**src/rtl/multicycle_sequencer.sv**
```systemverilog
// Multi-cycle control FSM for a single-issue RV32I datapath: shared memory port,
// write strobes, retired-instruction counter, debug halt and error traps.
module multicycle_sequencer #(
    parameter int MEM_TIMEOUT = 16,
    parameter int CNT_W       = 32
) (
    input  logic             clk,
    input  logic             rst_n,
    input  logic [6:0]       opcode,
    input  logic             mr,
    input  logic             mw,
    input  logic             rw,
    input  logic             br,
    input  logic             j,
    input  logic             jr,
    input  logic             branch_taken,
    input  logic             mem_ready,
    input  logic             halt_req,
    output logic             mem_req,
    output logic             mem_we,
    output logic             addr_sel,
    output logic             ir_we,
    output logic             rf_we,
    output logic             pc_we,
    output logic [1:0]       pc_sel,
    output logic             halted,
    output logic             trap,
    output logic [1:0]       trap_cause,
    output logic [CNT_W-1:0] instret
);

    localparam logic [2:0] S_FETCH   = 3'd0;
    localparam logic [2:0] S_DECODE  = 3'd1;
    localparam logic [2:0] S_EXECUTE = 3'd2;
    localparam logic [2:0] S_MEM     = 3'd3;
    localparam logic [2:0] S_WB      = 3'd4;
    localparam logic [2:0] S_HALT    = 3'd5;
    localparam logic [2:0] S_TRAP    = 3'd6;

    localparam int TMO_W        = (MEM_TIMEOUT < 2) ? 1 : $clog2(MEM_TIMEOUT + 1);
    localparam int TMO_LAST_INT = (MEM_TIMEOUT > 0) ? MEM_TIMEOUT - 1 : 0;
    localparam logic [TMO_W-1:0] TMO_LAST = TMO_LAST_INT[TMO_W-1:0];

    localparam logic [8:0][6:0] LEGAL_OPS = {
        7'b0110011, 7'b0000011, 7'b0010011, 7'b0100011, 7'b1100011,
        7'b1101111, 7'b1100111, 7'b0110111, 7'b0010111
    };

    logic [2:0]       state_reg, state_next;
    logic [TMO_W-1:0] tmo_cnt_reg;
    logic [CNT_W-1:0] instret_reg;
    logic             halted_reg;
    logic             trap_reg;
    logic [1:0]       trap_cause_reg, trap_cause_next;
    logic             commit;
    logic [8:0]       op_hit;
    logic             op_legal;
    logic             req_int;
    logic             stall;
    logic             timeout_hit;

    genvar gi;
    generate
        for (gi = 0; gi < 9; gi++) begin : g_legal
            assign op_hit[gi] = (opcode == LEGAL_OPS[gi]);
        end
    endgenerate

    assign op_legal = |op_hit;
    assign req_int  = (state_reg == S_FETCH) || (state_reg == S_MEM);
    assign stall    = req_int && !mem_ready;
    // The stall that would make the count reach the limit is the trap cycle;
    // a handshake in that cycle never reaches here because stall is low.
    assign timeout_hit = (MEM_TIMEOUT != 0) && stall && (tmo_cnt_reg == TMO_LAST);

    always_comb begin
        state_next      = state_reg;
        trap_cause_next = trap_cause_reg;
        commit          = 1'b0;
        mem_req         = 1'b0;
        mem_we          = 1'b0;
        addr_sel        = 1'b0;
        ir_we           = 1'b0;
        rf_we           = 1'b0;
        pc_we           = 1'b0;
        pc_sel          = 2'b00;

        case (state_reg)
            S_FETCH: begin
                mem_req = 1'b1;
                if (mem_ready) begin
                    ir_we      = 1'b1;
                    state_next = S_DECODE;
                end else if (timeout_hit) begin
                    state_next      = S_TRAP;
                    trap_cause_next = 2'b10;
                end
            end
            S_DECODE: begin
                if (op_legal) begin
                    state_next = S_EXECUTE;
                end else begin
                    state_next      = S_TRAP;
                    trap_cause_next = 2'b01;
                end
            end
            S_EXECUTE: begin
                if (mr || mw) begin
                    state_next = S_MEM;
                end else if (br) begin
                    commit = 1'b1;
                    pc_sel = branch_taken ? 2'b01 : 2'b00;
                end else if (j || jr || rw) begin
                    state_next = S_WB;
                end else begin
                    // No flag set: retire as a plain fall-through rather than stall.
                    commit = 1'b1;
                end
            end
            S_MEM: begin
                mem_req  = 1'b1;
                addr_sel = 1'b1;
                mem_we   = mw;
                if (mem_ready) begin
                    if (mr) begin
                        state_next = S_WB;
                    end else begin
                        commit = 1'b1;
                    end
                end else if (timeout_hit) begin
                    state_next      = S_TRAP;
                    trap_cause_next = 2'b11;
                end
            end
            S_WB: begin
                rf_we  = 1'b1;
                commit = 1'b1;
                if (j) begin
                    pc_sel = 2'b10;
                end else if (jr) begin
                    pc_sel = 2'b11;
                end
            end
            S_HALT: begin
                if (!halt_req) begin
                    state_next = S_FETCH;
                end
            end
            S_TRAP: begin
                state_next = S_TRAP;
            end
            default: begin
                state_next = S_FETCH;
            end
        endcase

        if (commit) begin
            pc_we      = 1'b1;
            state_next = halt_req ? S_HALT : S_FETCH;
        end

        // Outputs follow rst_n combinationally so a request never outlives reset.
        if (!rst_n) begin
            mem_req  = 1'b0;
            mem_we   = 1'b0;
            addr_sel = 1'b0;
            ir_we    = 1'b0;
            rf_we    = 1'b0;
            pc_we    = 1'b0;
            pc_sel   = 2'b00;
        end
    end

    always_ff @(posedge clk or negedge rst_n) begin
        if (!rst_n) begin
            state_reg      <= S_FETCH;
            tmo_cnt_reg    <= '0;
            instret_reg    <= '0;
            halted_reg     <= 1'b0;
            trap_reg       <= 1'b0;
            trap_cause_reg <= 2'b00;
        end else begin
            state_reg      <= state_next;
            halted_reg     <= (state_next == S_HALT);
            trap_reg       <= (state_next == S_TRAP);
            trap_cause_reg <= trap_cause_next;
            if ((state_next != state_reg) || (req_int && mem_ready)) begin
                tmo_cnt_reg <= '0;
            end else if (stall) begin
                tmo_cnt_reg <= tmo_cnt_reg + TMO_W'(1);
            end
            if (commit) begin
                instret_reg <= instret_reg + CNT_W'(1);
            end
        end
    end

    assign halted     = halted_reg;
    assign trap       = trap_reg;
    assign trap_cause = trap_cause_reg;
    assign instret    = instret_reg;

endmodule

```
**config.mk**
```make
export PLATFORM = sky130hd
export DESIGN_NAME = multicycle_sequencer
export DESIGN_NICKNAME = d
export VERILOG_FILES = /design/src/rtl/multicycle_sequencer.sv
export SDC_FILE = /design/constraint.sdc
export NUM_CORES = 1
export LEC_CHECK = 0
export BUFFER_PORTS_ARGS = -buffer_cell sky130_fd_sc_hd__buf_4
export CAP_MARGIN = 15
export CELL_PAD_IN_SITES_DETAIL_PLACEMENT = 1
export CELL_PAD_IN_SITES_GLOBAL_PLACEMENT = 1
export CORE_AREA = 3 3 79 81
export CTS_BUF_LIST = sky130_fd_sc_hd__clkbuf_8
export DETAILED_ROUTE_END_ITERATION = 10
export DIE_AREA = 0 0 82 84
export GPL_ROUTABILITY_DRIVEN = 0
export PLACE_DENSITY_LB_ADDON = 0.1
export SYNTH_ARGS = -nofsm -noshare
export SYNTH_HDL_FRONTEND = slang
export SYNTH_SLANG_ARGS = --single-unit
export TNS_END_PERCENT = 1
```
**constraint.sdc**
```tcl
create_clock -name clk -period 3.45 [get_ports clk]
set_clock_uncertainty 0.2 [all_clocks]
set_input_delay 0.69 -clock clk [delete_from_list [all_inputs] [get_ports clk]]
set_output_delay 0.69 -clock clk [all_outputs]
set_load 0.05 [all_outputs]
```
# ---- Word level (Yosys, flattened, before mapping)
# Cells that the tools add are included.
dict set report totals {
  reg_bits 44
  inputBits 18
  word_cells 93
}
dict set report classes {
  addsub 2
  n_eq_ne 24
  muxes 46
  reduce_logical 15
}
# cell n
set ops {}
lappend ops {{$mux 3} 11}
lappend ops {{$add 32x1->32 const B} 1}
lappend ops {{$eq 7x6->1 const B} 3}
lappend ops {{$eq 7x7->1 const B} 3}
lappend ops {{$mux 1} 21}
lappend ops {{$pmux 3 s7} 1}
lappend ops {{$mux 2} 8}
lappend ops {{$eq 3x3->1 const B} 5}
lappend ops {{$eq 7x5->1 const B} 2}
lappend ops {{$mux 5} 2}
lappend ops {{$ne 2x2->1 const B} 5}
lappend ops {{$reduce_or 9->1} 1}
lappend ops {{$eq 7x2->1 const B} 1}
lappend ops {{$eq 3x2->1 const B} 2}
lappend ops {{$pmux 2 s3} 1}
lappend ops {{$reduce_and 6->1} 1}
lappend ops {{$add 5x1->5 const B} 1}
lappend ops {{$eq 5x4->1 const B} 1}
lappend ops {{$logic_or 1x1->1} 5}
lappend ops {{$pmux 2 s2} 1}
lappend ops {{$eq 3x1->1 const B} 1}
lappend ops {{$logic_and 1x1->1} 3}
lappend ops {{$logic_not 3->1} 1}
lappend ops {{$ne 3x3->1} 1}
lappend ops {{other kinds (5)} 5}

# ---- Depth between registers and ports, before layout
# Gate-level depths: netlist (run 1).
dict set report logic_depth {
  ltp_word 11
  mapped_depth 9
}

# ---- Worst setup path before layout (run 1)
# OpenSTA, ideal clock, no wires.
dict set report synth_timing {
  path_kind {register to output}
  startpoint {register state_reg[1]}
  endpoint {output port pc_sel[0]}
  t_arrival_ns 2.640
  required_ns 2.560
  setup_slack_ns -0.080
  path_stages_with_launch 6
  path_cell_list {dfrtp_1 > buf_4 > buf_4 > or2b_1 > or4b_2 > a21boi_0}
}
dict set report synth_between {
  elab_chain_len 3
}
# element line_no
set synth_lines {}
lappend synth_lines {{start, declared} 49} ;# logic [2:0] state_reg, state_next;
lappend synth_lines {{start signal, assigned} 183} ;# state_reg <= state_next;
lappend synth_lines {{$eq 3x3->1 or $eq 3x2->1 (tied branches)} 88} ;# case (state_reg)
lappend synth_lines {{$pmux 2 s2 (*)} 88}
lappend synth_lines {{$mux 2 (*)} 163} ;# if (!rst_n) begin
lappend synth_lines {{end, declared} 25} ;# output logic [1:0] pc_sel,
# Mark *: on every way between the ends. The rest lies on a longest branch, timed or not.

# ---- Final worst setup path (run 1)
# Ends and elaborated chain as after synthesis.

==> flow_metrics.env, run 1 <==
export IMPL_status="finished, final reports clean"
export IMPL_grt_max_degree=31
export IMPL_io_pins=62
export IMPL_largest_reg_flops=32
export IMPL_cts_resized=0
export IMPL_initial_core_util_pct=45.75
export IMPL_firstDrtPassIters=4
export IMPL_synthXorXnorAreaFrac_pct=12.39
export IMPL_cts_root_buffer="clkbuf_8"
export IMPL_finalMaxSlewViolations=0
export IMPL_syn2layout_area_growth_pct=23.40
export IMPL_vias_per_cell=5.512
export IMPL_die_height_um=84
export IMPL_syn_nets=266
export IMPL_wirelength_mm=6.289
export IMPL_synth_top_family_by_area="simple AND/OR/NAND/NOR gates"
export IMPL_min_period_ns=3.111
export IMPL_drtIter0Drc=97
export IMPL_diodes=0
export IMPL_clock_fmax_mhz=321.5
export IMPL_power_switching_uw=900.7
export IMPL_h_tree_depth=2
export IMPL_r2r_end="instret[29]"
export IMPL_die_x_um=82
export IMPL_wire_per_inst_um=16.59
export IMPL_netlist_area_sq_um=2535
export IMPL_final_layout_size_suffix_gt1_share_pct=30.29
export IMPL_synthSimpleGateAreaFrac_pct=24.68
export IMPL_ir_worst_vdd_v=0.0004412
export IMPL_io_buffers=61
export IMPL_hold_buffers=0
export IMPL_tns_ns=0
export IMPL_maxCapViolCount=0
export IMPL_grt_pass1_vias=2190
export IMPL_holdCritPathClass="in2async"
export IMPL_synthCells=245
export IMPL_yosysSeqAreaShare_pct=43.44
export IMPL_r2r_slack_ns=0.79
export IMPL_core_sq_um=5540
export IMPL_cp_max_fo=17
export IMPL_hpwl_mm=4.767
export IMPL_synth_edf_count=0
export IMPL_end_kind="primary output"
export IMPL_synthFlopType="dfrtp_1"
export IMPL_clk_pin_slew_ns=0.08
export IMPL_final_common_cell="buf_4"
export IMPL_worstSetupPathType="reg2out"
export IMPL_power_density_nw_per_um2=625.3
export IMPL_hold_viol=0
export IMPL_synth_compound_area_share_pct=13.03
export IMPL_p_sw_share_pct=46.05
export IMPL_ys_async_sr_fraction_pct=100.0
export IMPL_p_int_mw=1.055
export IMPL_rsz0062_at_grt="no"
export IMPL_synth_seq_cells=44
export IMPL_setup_viol=0
export IMPL_nets=328
export IMPL_r2r_cells=6
export IMPL_combPwrFrac_pct=48.1
export IMPL_yosysWarnings=0
export IMPL_slew_headroom_pct=51.43
export IMPL_tritoncts="done"
export IMPL_via_count=2089
export IMPL_rows=27
export IMPL_muxShareOfSynthArea_pct=1.333
export IMPL_antenna_found_initial=0
export IMPL_clock_sinks=44
export IMPL_cts_buffers=5
export IMPL_worst_pin_slew_ns=0.7286
export IMPL_dp_slack_ns=0.6617
export IMPL_final_cell_mix="buf_4, dfrtp_1, xnor2_1"
export IMPL_finalCritPeriodShare_pct=90.16
export IMPL_nFillCells=647
export IMPL_syn_avg_cell_area_sq_um=10.35
export IMPL_grt_use_total_pct=19.62
export IMPL_setup_ws_ns=0.3395
export IMPL_seqPwrFrac_pct=36.2
export IMPL_clock_path_buffers=2
export IMPL_p_leak_nw=1.501
export IMPL_dieArea_sq_um=6888
export IMPL_post_cts_setup_buffer_count=0
export IMPL_ys_types=60
export IMPL_r2r_start="state_reg[1]"
export IMPL_clkPwrFrac_pct=15.8
export IMPL_grt_overflow_total=0
export IMPL_cp_arrival_ns=2.22
export IMPL_start_kind="flop"
export IMPL_synthAdderAreaFrac_pct=1.481
export IMPL_drc_errors=0
export IMPL_grt_pass1_wl_mm=10.72
export IMPL_cp_required_ns=2.56
export IMPL_drtAntennaViolNets=0
export IMPL_worstSkewPairLatency_ns=0.30
layout make-up:
cell class              instances  area (sq um)  share of cell area (%)
repair buffers                 64         480.5                   15.36
multi-input cells             182          1341                   42.88
clock inverters                 2         8.758                  0.2800
well taps                      72         90.09                   2.880
inverters                      10         37.54                   1.200
clock buffers                   5         68.82                   2.200
flip-flops and latches         44          1101                   35.20
how the worst max path moves through the flow:
| stage | start | end | slack, ns |
|---|---|---|---|
| 6_report | state_reg[1] | pc_sel[0] | 0.34 |
| 5_1_grt | state_reg[1] | pc_sel[0] | 0.21 |
| 4_1_cts | state_reg[1] | pc_sel[0] | 0.34 |
| 3_5_place_dp | state_reg[1] | pc_sel[0] | 0.66 |
| 3_3_place_gp | state_reg[1] | pc_sel[0] | 0.71 |
| 2_1_floorplan | state_reg[0] | ir_we | -0.004 |
worst max-delay path: stages (launching register included):
cell and delay [ns]:
dfrtp_1 0.58, or2b_1 0.35, or4b_2 0.64, a21boi_1 0.14, buf_4 0.21
cell families after synthesis:
kind of cell	after synthesis
xor+xnor	35
compound gates	37
flops	44
mux	3
simple gates	104
buf+inv	19
fa+ha+maj	3
routing by layer:
metal  global-route usage [%]  vias to the layer above  routed length [um]
met1                    25.12                     1041                2726
met5                        0                        -                   0
met2                    33.43                       43                3266
li1                         -                      995                   -
met4                    4.834                        0                  74
met3                    3.780                       10                 222
stage by stage:
stage               cell area [sq um]  cells  hold slack (ns)  power [mW]  utilization (%)
finish                           3128    379          0.05666       1.956            56.46
global route                     3128    379          0.05792       2.078            56.46
CTS                              3128    379          0.05632       1.969            56.46
detailed placement               3050    372           0.2692       1.657            55.06
global placement                 3050    372           0.2619       1.637            55.06
floorplan                        2535    245           0.1944       1.423                -
power by group through the flow:
stage                     combinational [mW]  sequential [mW]  clock, mW
after floorplan                        0.623            0.800          0
after detailed placement               0.939            0.718          0
after global routing                    1.02            0.728      0.334
after global placement                 0.926            0.711          0
after CTS                              0.948            0.708      0.313
final                                  0.940            0.708      0.308
synthesized netlist by cell type (2+ instances only):
cell type / number / share of area (%)
nor2_1: 20 / 3.0
xor2_1: 11 / 3.8
o21a_1: 2 / 0.59
a32oi_1: 2 / 0.69
a21oi_1: 6 / 1.2
dfrtp_1: 44 / 43
xnor2_1: 23 / 7.9
inv_1: 10 / 1.5
a211oi_1: 4 / 1.2
nand2b_1: 2 / 0.49
buf_2: 2 / 0.39
nand3_1: 14 / 2.8
and4_1: 6 / 2.1
buf_4: 2 / 0.59
nand4_1: 11 / 2.7
and2_1: 5 / 1.2
ha_1: 3 / 1.5
o211ai_1: 3 / 0.89
a31o_1: 2 / 0.69
o21ai_1: 3 / 0.59
and3_1: 9 / 2.2
o21ai_0: 2 / 0.39
o211ai_2: 2 / 0.99
nand2_1: 17 / 2.5
clkbuf_1: 3 / 0.44
mux2_2: 3 / 1.3
(Power assumes the default switching activity.)
==> inputs of run 2 (changes only) <==
--- a/config.mk
+++ b/config.mk
@@ -9,10 +9,10 @@
 export CAP_MARGIN = 15
 export CELL_PAD_IN_SITES_DETAIL_PLACEMENT = 1
 export CELL_PAD_IN_SITES_GLOBAL_PLACEMENT = 1
-export CORE_AREA = 3 3 79 81
+export CORE_AREA = 3 3 93 69
 export CTS_BUF_LIST = sky130_fd_sc_hd__clkbuf_8
 export DETAILED_ROUTE_END_ITERATION = 10
-export DIE_AREA = 0 0 82 84
+export DIE_AREA = 0 0 96 72
 export GPL_ROUTABILITY_DRIVEN = 0
 export PLACE_DENSITY_LB_ADDON = 0.1
 export SYNTH_ARGS = -nofsm -noshare
==> flow_metrics.env, run 2 (synthesis results as in run 1) <==
export IMPL_status="finished, final reports clean"
export IMPL_cp_arrival_ns=2.08
export IMPL_cts_resized=0
export IMPL_vias_per_cell=5.312
export IMPL_grt_max_degree=39
export IMPL_worst_pin_slew_ns=0.4829
export IMPL_clk_pin_slew_ns=0.09
export IMPL_final_layout_size_suffix_gt1_share_pct=30.97
export IMPL_p_leak_nw=1.526
export IMPL_critPathBufInv=1
export IMPL_path_cells="or2b_1 > or4b_2 > a21boi_1 > buf_4"
export IMPL_cts_root_buffer="clkbuf_8"
export IMPL_grt_use_total_pct=20.22
export IMPL_grt_overflow_total=0
export IMPL_nets=330
export IMPL_largest_reg_flops=32
export IMPL_syn2layout_area_growth_pct=25.96
export IMPL_final_util_pct=56.90
export IMPL_slew_headroom_pct=67.81
export IMPL_drc_errors=0
export IMPL_hold_worst_slack_ns=0.2705
export IMPL_grt_pass1_vias=2077
export IMPL_maxCapViolCount=0
export IMPL_power_density_nw_per_um2=660.0
export IMPL_end_kind="primary output"
export IMPL_die_x_um=96
export IMPL_hold_viol=0
export IMPL_die_height_um=72
export IMPL_finalMaxSlewViolations=0
export IMPL_cts_buffers=5
export IMPL_clock_sinks=44
export IMPL_post_cts_setup_buffer_count=0
export IMPL_h_tree_depth=2
export IMPL_initial_core_util_pct=45.17
export IMPL_dp_cells=376
export IMPL_clock_fmax_mhz=336.6
export IMPL_setup_viol=0
export IMPL_antenna_found_initial=0
export IMPL_hpwl_mm=4.932
export IMPL_drtIter0Drc=84
export IMPL_finalCritPeriodShare_pct=86.12
export IMPL_worstSkewPairLatency_ns=0.30
export IMPL_max_stage_delay_ns=0.64
export IMPL_firstDrtPassIters=4
export IMPL_cp_required_ns=2.56
export IMPL_worstSetupPathType="reg2out"
export IMPL_rsz0062_at_grt="no"
export IMPL_crit_family="simple AND/OR/NAND/NOR gates"
export IMPL_holdCritPathClass="reg2reg"
export IMPL_io_pins=62
export IMPL_final_common_cell="buf_4"
export IMPL_io_buffers=61
export IMPL_wirelength_mm=6.474
export IMPL_final_cell_mix="buf_4, dfrtp_1, xnor2_1"
export IMPL_rows=23
export IMPL_place_area_sq_um=3062
export IMPL_stdcell_area_sq_um=3193
export IMPL_dieArea_sq_um=6912
export IMPL_grt_pass1_wl_mm=10.73
export IMPL_start_kind="flop"
export IMPL_tritoncts="done"
export IMPL_core_sq_um=5612
export IMPL_ir_worst_vdd_v=0.0004592
export IMPL_worst_path_max_delay_cell="or4b_2"
export IMPL_cp_max_fo=8
export IMPL_hold_buffers=0
export IMPL_wire_per_inst_um=16.82
export IMPL_clock_path_buffers=2
export IMPL_via_count=2045
export IMPL_final_cell_count_no_fill=385
export IMPL_diodes=0
export IMPL_drtAntennaViolNets=0
export IMPL_min_period_ns=2.971
[run 2: cell count changes in the layout (fill, tap and decap cells not counted), sizes merged]
cell,change
clkbuf,+1
dlygate4sd3,+1
bufinv,+1
inv,-1
buf,+1
[run 2: worst register-to-register path, delay by kind of cell (launching register included)]
| family | cells | cell delay, ns |
|---|---|---|
| AO/OA/AOI/OAI | 4 | 0.61 |
| adder cells (fa/ha/maj) | 2 | 0.43 |
| flip-flops | 1 | 0.43 |
| multiplexers | 1 | 0.41 |
| AND/OR/NAND/NOR | 2 | 0.38 |
[run 2: metrics by stage]
step	power, mW	worst slack (ns)	setup TNS [ns]
final	2.107	0.4787	0
after detailed placement	1.689	0.6081	0
after floorplan	1.423	-0.003553	-0.003553
after CTS	2.123	0.4612	0
after global routing	2.232	0.4066	0
after global placement	1.666	0.6432	0
[run 2: path summary, 6_finish.rpt]
path / from / endpoint / slack, ns / depth (start not counted)
min in group asynchronous: rst_n / tmo_cnt_reg[4] / 0.56 / 2
worst max-delay path: state_reg[1] / pc_sel[0] / 0.48 / 4
worst min-delay path: instret[31] / instret[31] / 0.27 / 1
worst max register to register: tmo_cnt_reg[0] / tmo_cnt_reg[4] / 0.88 / 9
max in group asynchronous: rst_n / instret[6] / 1.77 / 3
worst min register to register: instret[31] / instret[31] / 0.27 / 1
[run 2: where the power goes]
part           internal [mW]  switching (mW)  leakage, nW
sequential             0.581          0.0911        0.594
clock                  0.237           0.192       0.0614
combinational          0.353           0.653        0.871
[run 2: routing by layer]
| layer | track usage, % | part of all wire [%] | up-vias |
|---|---|---|---|
| met4 | 5.047 | 0.45 | 0 |
| met2 | 29.30 | 45 | 50 |
| met5 | 0 | 0 | - |
| met1 | 30.35 | 50 | 998 |
| li1 | - | - | 995 |
| met3 | 4.870 | 4.3 | 2 |
[run 2: cell type report]
| class | instances | area, sq um |
|---|---|---|
| Clock buffer | 6 | 82.58 |
| Tap cell | 75 | 93.84 |
| Inverter | 10 | 37.54 |
| Sequential cell | 44 | 1101 |
| Timing Repair Buffer | 66 | 498.0 |
| Clock inverter | 2 | 38.79 |
| Multi-Input combinational cell | 182 | 1341 |
| Fill cell | 654 | 2419 |
